$ cat src/rtl/mips_ex_alu_arb.sv
// EX-stage shared ALU arbiter.
// Three requesters share one EX datapath: the regular ALU, the AGU and the
// BJP comparator. BJP normally has priority over ALU/AGU. ALU and AGU take
// turns round-robin. A starve counter promotes ALU/AGU over BJP once BJP has
// won STARVE_LIMIT times in a row while ALU/AGU was waiting. The datapath
// result is captured into a single-entry valid/ready output register.
module mips_ex_alu_arb #(
  parameter int DW           = 32,
  parameter int STARVE_LIMIT = 4
) (
  input  logic          clk,
  input  logic          rst_n,
  input  logic          flush,
  input  logic          alu_valid,
  output logic          alu_ready,
  input  logic [DW-1:0] alu_op1,
  input  logic [DW-1:0] alu_op2,
  input  logic [13:0]   alu_op,
  input  logic          agu_valid,
  output logic          agu_ready,
  input  logic [DW-1:0] agu_op1,
  input  logic [DW-1:0] agu_op2,
  input  logic          bjp_valid,
  output logic          bjp_ready,
  input  logic [DW-1:0] bjp_op1,
  input  logic [DW-1:0] bjp_op2,
  input  logic [5:0]    bjp_cmp,
  output logic          dp_alu_req,
  output logic          dp_agu_req,
  output logic          dp_bjp_req,
  output logic [DW-1:0] dp_op1,
  output logic [DW-1:0] dp_op2,
  output logic [13:0]   dp_alu_op,
  output logic [5:0]    dp_bjp_cmp,
  input  logic [DW-1:0] dp_res,
  input  logic          dp_cmp_res,
  output logic          o_valid,
  input  logic          o_ready,
  output logic [DW-1:0] o_res,
  output logic          o_cmp,
  output logic [1:0]    o_src,
  output logic          o_err
);

  localparam logic [3:0] LIM     = 4'(STARVE_LIMIT);
  localparam logic [1:0] SRC_ALU = 2'd0;
  localparam logic [1:0] SRC_AGU = 2'd1;
  localparam logic [1:0] SRC_BJP = 2'd2;

  // rr_q: 0 = ALU is next in the ALU/AGU round-robin, 1 = AGU
  logic [3:0]    starve_q, starve_d;
  logic          rr_q, rr_d;
  logic          o_valid_q, o_valid_d;
  logic [DW-1:0] o_res_q, o_res_d;
  logic          o_cmp_q, o_cmp_d;
  logic [1:0]    o_src_q, o_src_d;
  logic          o_err_q, o_err_d;

  logic can_accept, grant_en, aa_valid, promoted, pick_agu;
  logic gnt_alu, gnt_agu, gnt_bjp, gnt_aa, gnt_any, illegal;
  logic [1:0] src;

  // Grant decision: at most one winner, nothing while blocked or flushing
  always_comb begin
    can_accept = ~o_valid_q | o_ready;
    grant_en   = can_accept & ~flush;
    aa_valid   = alu_valid | agu_valid;
    promoted   = aa_valid & (starve_q == LIM);
    pick_agu   = agu_valid & (~alu_valid | rr_q);
    gnt_bjp    = grant_en & bjp_valid & ~promoted;
    gnt_aa     = grant_en & aa_valid & ~gnt_bjp;
    gnt_alu    = gnt_aa & ~pick_agu;
    gnt_agu    = gnt_aa & pick_agu;
    gnt_any    = gnt_aa | gnt_bjp;
    illegal    = (gnt_alu & ~$onehot(alu_op)) | (gnt_bjp & ~$onehot(bjp_cmp));
    src        = gnt_bjp ? SRC_BJP : (gnt_agu ? SRC_AGU : SRC_ALU);
  end

  assign alu_ready  = gnt_alu;
  assign agu_ready  = gnt_agu;
  assign bjp_ready  = gnt_bjp;
  assign dp_alu_req = gnt_alu;
  assign dp_agu_req = gnt_agu;
  assign dp_bjp_req = gnt_bjp;

  // Datapath drive: only the winner's fields, zero otherwise (AGU opcode stays 0)
  always_comb begin
    dp_op1     = '0;
    dp_op2     = '0;
    dp_alu_op  = '0;
    dp_bjp_cmp = '0;
    if (gnt_alu) begin
      dp_op1    = alu_op1;
      dp_op2    = alu_op2;
      dp_alu_op = alu_op;
    end else if (gnt_agu) begin
      dp_op1 = agu_op1;
      dp_op2 = agu_op2;
    end else if (gnt_bjp) begin
      dp_op1     = bjp_op1;
      dp_op2     = bjp_op2;
      dp_bjp_cmp = bjp_cmp;
    end
  end

  // Next state for starve counter, round-robin pointer and output register
  always_comb begin
    starve_d  = starve_q;
    rr_d      = rr_q;
    o_valid_d = o_valid_q;
    o_res_d   = o_res_q;
    o_cmp_d   = o_cmp_q;
    o_src_d   = o_src_q;
    o_err_d   = o_err_q;

    if (flush || !aa_valid || gnt_aa)
      starve_d = '0;
    else if (gnt_bjp && (starve_q != LIM))
      starve_d = starve_q + 4'd1;

    if (gnt_alu)
      rr_d = 1'b1;
    else if (gnt_agu)
      rr_d = 1'b0;

    if (gnt_any) begin
      o_valid_d = 1'b1;
      o_res_d   = illegal ? '0 : dp_res;
      o_cmp_d   = gnt_bjp & ~illegal & dp_cmp_res;
      o_src_d   = src;
      o_err_d   = illegal;
    end else if (flush || o_ready) begin
      o_valid_d = 1'b0;
    end
  end

  // State registers with synchronous active-low reset
  always_ff @(posedge clk) begin
    if (!rst_n) begin
      starve_q  <= '0;
      rr_q      <= 1'b0;
      o_valid_q <= 1'b0;
      o_res_q   <= '0;
      o_cmp_q   <= 1'b0;
      o_src_q   <= SRC_ALU;
      o_err_q   <= 1'b0;
    end else begin
      starve_q  <= starve_d;
      rr_q      <= rr_d;
      o_valid_q <= o_valid_d;
      o_res_q   <= o_res_d;
      o_cmp_q   <= o_cmp_d;
      o_src_q   <= o_src_d;
      o_err_q   <= o_err_d;
    end
  end

  assign o_valid = o_valid_q;
  assign o_res   = o_res_q;
  assign o_cmp   = o_cmp_q;
  assign o_src   = o_src_q;
  assign o_err   = o_err_q;

endmodule

$ cat config.mk
export PLATFORM = sky130hd
export DESIGN_NAME = mips_ex_alu_arb
export DESIGN_NICKNAME = d
export VERILOG_FILES = /design/src/rtl/mips_ex_alu_arb.sv
export SDC_FILE = /design/constraint.sdc
export NUM_CORES = 1
export LEC_CHECK = 0
export ABC_AREA = 1
export ABC_CLOCK_PERIOD_IN_PS = 5900
export BUFFER_PORTS_ARGS = -buffer_cell sky130_fd_sc_hd__buf_2
export CAP_MARGIN = 15
export CORE_AREA = 2 2 148 150
export CTS_BUF_LIST = sky130_fd_sc_hd__clkbuf_16
export DETAILED_ROUTE_END_ITERATION = 8
export DIE_AREA = 0 0 150 152
export PLACE_DENSITY = 0.5
export SYNTH_ARGS = -nofsm -noshare
export SYNTH_HDL_FRONTEND = slang
export SYNTH_SLANG_ARGS = --single-unit
$ cat constraint.sdc
create_clock -name clk -period 5.9 [get_ports clk]
set_clock_uncertainty 0.2 [all_clocks]
set_input_delay 0.885 -clock clk [delete_from_list [all_inputs] [get_ports clk]]
set_output_delay 0.885 -clock clk [all_outputs]
set_load 0.01 [all_outputs]
==> impl_metrics.yaml <==
outcome:
  status: "completed"
drt:
  drt-pass1-iter-count: 5
  drt_iter0_markers: 150
  routedWlPerCell_microns: 14.1
  drcViolationCount: 0
  vias: 5290
  avgViaCountPerCell: 4.12
  ant_nets: 0
  wirelength_mm: 18.1
finish:
  final.fill_count: 2450
  syn2layout_area_growth_pct: 51.1
  drive_gt1_share_pct: 48.8
  stdcell_count: 1285
  fin_nets: 1270
  utilization_pct: 29.4
floorplanning:
  die_area_sq_mm: 0.0228
  start_util_pct: 19.4
  core-area_sq_mm: 0.0214
  top_level_ports: 379
  fp.dieW_microns: 150
  fp-row-count: 54
  dieHeight_microns: 152
sta:
  setup_viol: 0
  tns_ns: 0
  slew_violations: 0
  hold_viol: 0
  grt_setup_unrepaired: "no"
  holdWs_ns: 0.286
  min_period_over_period_pct: 84.2
  relSlewSlack_pct: 48.4
  fmax_mhz: 201
  worst_pin_slew_ns: 0.775
  fin_crit_ns: 4.97
power:
  p_sw_share_pct: 39.6
  clkPwrFrac_pct: 23.6
  p_total_uw: 1130
  leakagePower_uw: 0.00377
  switching_power_uw: 448
  powerDensity_mw_per_mm2: 180
  p_comb_share_pct: 48.3
  p_int_uw: 682
  seqPwrFrac_pct: 28.1
  vdd_drop_max_v: 0.000119
placed_design:
  dp_hpwl_mm: 14.2
  io_buffer_count: 378
  post-place-cells: 1273
  place_congestion: 0.861
critical_path:
  path_class: "in2reg"
  cp_data_required_time_ns: 5.90
  r2r_cells: 10
  cp-start-kind: "primary input"
  crit_fanout: 32
  end_kind: "flip-flop"
  cp.arrival_ns: 4.96
grt:
  grt_pass1_vias: 5057
  grt_max_degree: 68
  antenna_found_initial: 5
  grt_overflow_total: 0
  grt_pass1_wl_mm: 26.7
  grt_usage_pct: 14.6
clocking:
  cts_buffers: 5
  htreeDepth: 2
  path_clk_slew_ns: 0.06
  cts_buffer_depth: 2
  cts_setup_buffers: 0
  cts_tree: "built"
  clockRootBuffer: "clkbuf_16"
  worst_skew_pair.late_latency_ns: 0.28
  cts_resized: 0
  cts-hold-fix-buffers: 0
  cts_sinks: 42
logic_synthesis:
  synth_nets: 923
  synth_area_sq_mm: 0.00415
  yosys_register_bits: 42
  postSynthAreaPerCell_sq_um: 6.36
  ys_types: 30
  ys.warnings.count: 0
  ys_seq_area_share_pct: 20.3
  yosys.area.top_type_share_pct: 20.3
  synthesis.instances: 653
  synthTopCellsByArea: "dfxtp_1 (20%), nand2_1 (11%), inv_1 (11%)"
  synth_top_area_cell: "dfxtp_1"
hold_path:
  worst_hold_path_type: "reg2reg"
  hold_depth: 2
flow_run:
  max-cap-violations: 0
-- synthesized netlist by cell type, drive strengths merged --
| cell type | instances |
|---|---|
| ha | 6 |
| fa | 12 |
| nand3 | 40 |
| o21ai | 134 |
| buf | 29 |
| nor3b | 1 |
| a21oi | 37 |
| xor2 | 1 |
| nand4 | 1 |
| nor3 | 1 |
| nand2 | 179 |
| clkbuf | 16 |
| nor2 | 34 |
| inv | 120 |
| dfxtp | 42 |
-- cells in the final DEF, fill, tap and decap left out, types with 3 or more instances in the layout --
cell type / Yosys / final
nand2_2: 53 / 53
dfxtp_1: 42 / 42
buf_2: 15 / 378
o21ai_1: 84 / 84
a21oi_2: 29 / 29
nor2_4: 3 / 3
inv_1: 117 / 117
buf_4: 4 / 7
nand3_1: 39 / 39
nor2_2: 3 / 3
nand2_1: 123 / 123
fa_1: 12 / 12
nor2_1: 28 / 28
diode_2: 0 / 4
clkbuf_16: 0 / 5
ha_1: 6 / 6
a21oi_1: 8 / 8
o21ai_0: 49 / 49
-- power groups by stage --
stage                     registers (uW)  logic, uW  clock network, uW
after floorplan                      332        321                  0
after global placement               324        548                  0
after detailed placement             323        553                  0
after CTS                            317        556                278
after global routing                 320        613                289
final                                317        546                267
-- worst max-delay path, stage by stage --
cell and delay, ns:
buf_2 0.07, inv_1 0.05, fa_1 0.53, inv_1 0.05, fa_1 0.49, fa_1 0.52, inv_1 0.05, fa_1 0.43
inv_1 0.06, ha_1 0.16, inv_1 0.06, fa_1 0.48, o21ai_0 0.07, nor2_1 0.09, nand2_1 0.05, nand3_1 0.15
nand3_4 0.45, a21oi_1 0.28
-- kinds of logic (layout without fill, tap and decap cells) --
logic type      after synthesis  in the layout  share of synthesized area, %
fa+ha+maj                    18             18                          7.60
xor+xnor                      1              1                         0.211
simple gates                256            256                          29.5
buf+inv                     165            513                          19.1
other cells                   0              4                             0
flops                        42             42                          20.3
compound gates              171            171                          23.3
-- sequential cells by signal (all words and copies together), names as in the netlist --
| signal | flops |
|---|---|
| o_err | 1 |
| starve_q | 4 |
| rr_q | 1 |
| o_res | 32 |
| o_cmp | 1 |
| o_src | 2 |
| o_valid | 1 |
-- final cells by class --
cell class	instances	area [sq um]	area share (%)
Multi-Input combinational cell	446	2520	40.3
Timing Repair Buffer	385	1940	31.0
Sequential cell	42	841	13.4
Inverter	120	460	7.34
Tap cell	280	350	5.59
Clock buffer	5	125	1.99
Clock inverter	3	16.3	0.259
Antenna cell	4	10.0	0.160
-- through the flow --
stage	area, sq um	setup WS, ns
CTS	6260	0.927
global route	6270	0.628
global placement	6120	0.677
floorplan	4150	1.29
detailed placement	6120	0.623
finish	6270	0.932
-- path summary, 6_finish.rpt --
check | start | endpoint | slack (ns)
setup / recovery | alu_op[0] | o_res[23] | 0.93
hold / removal | o_res[10] | o_res[10] | 0.29
setup reg to reg | starve_q[0] | o_res[23] | 3.19
hold reg to reg | o_res[10] | o_res[10] | 0.29
-- metal layers --
layer | GRT usage [%] | up-vias | routed length [microns]
met3 | 3.48 | 10 | 1490
met5 | 0 | - | 12
li1 | - | 2730 | -
met2 | 26.4 | 212 | 8840
met1 | 17.3 | 2336 | 7610
met4 | 3.37 | 2 | 155
(Power assumes the default switching activity.)
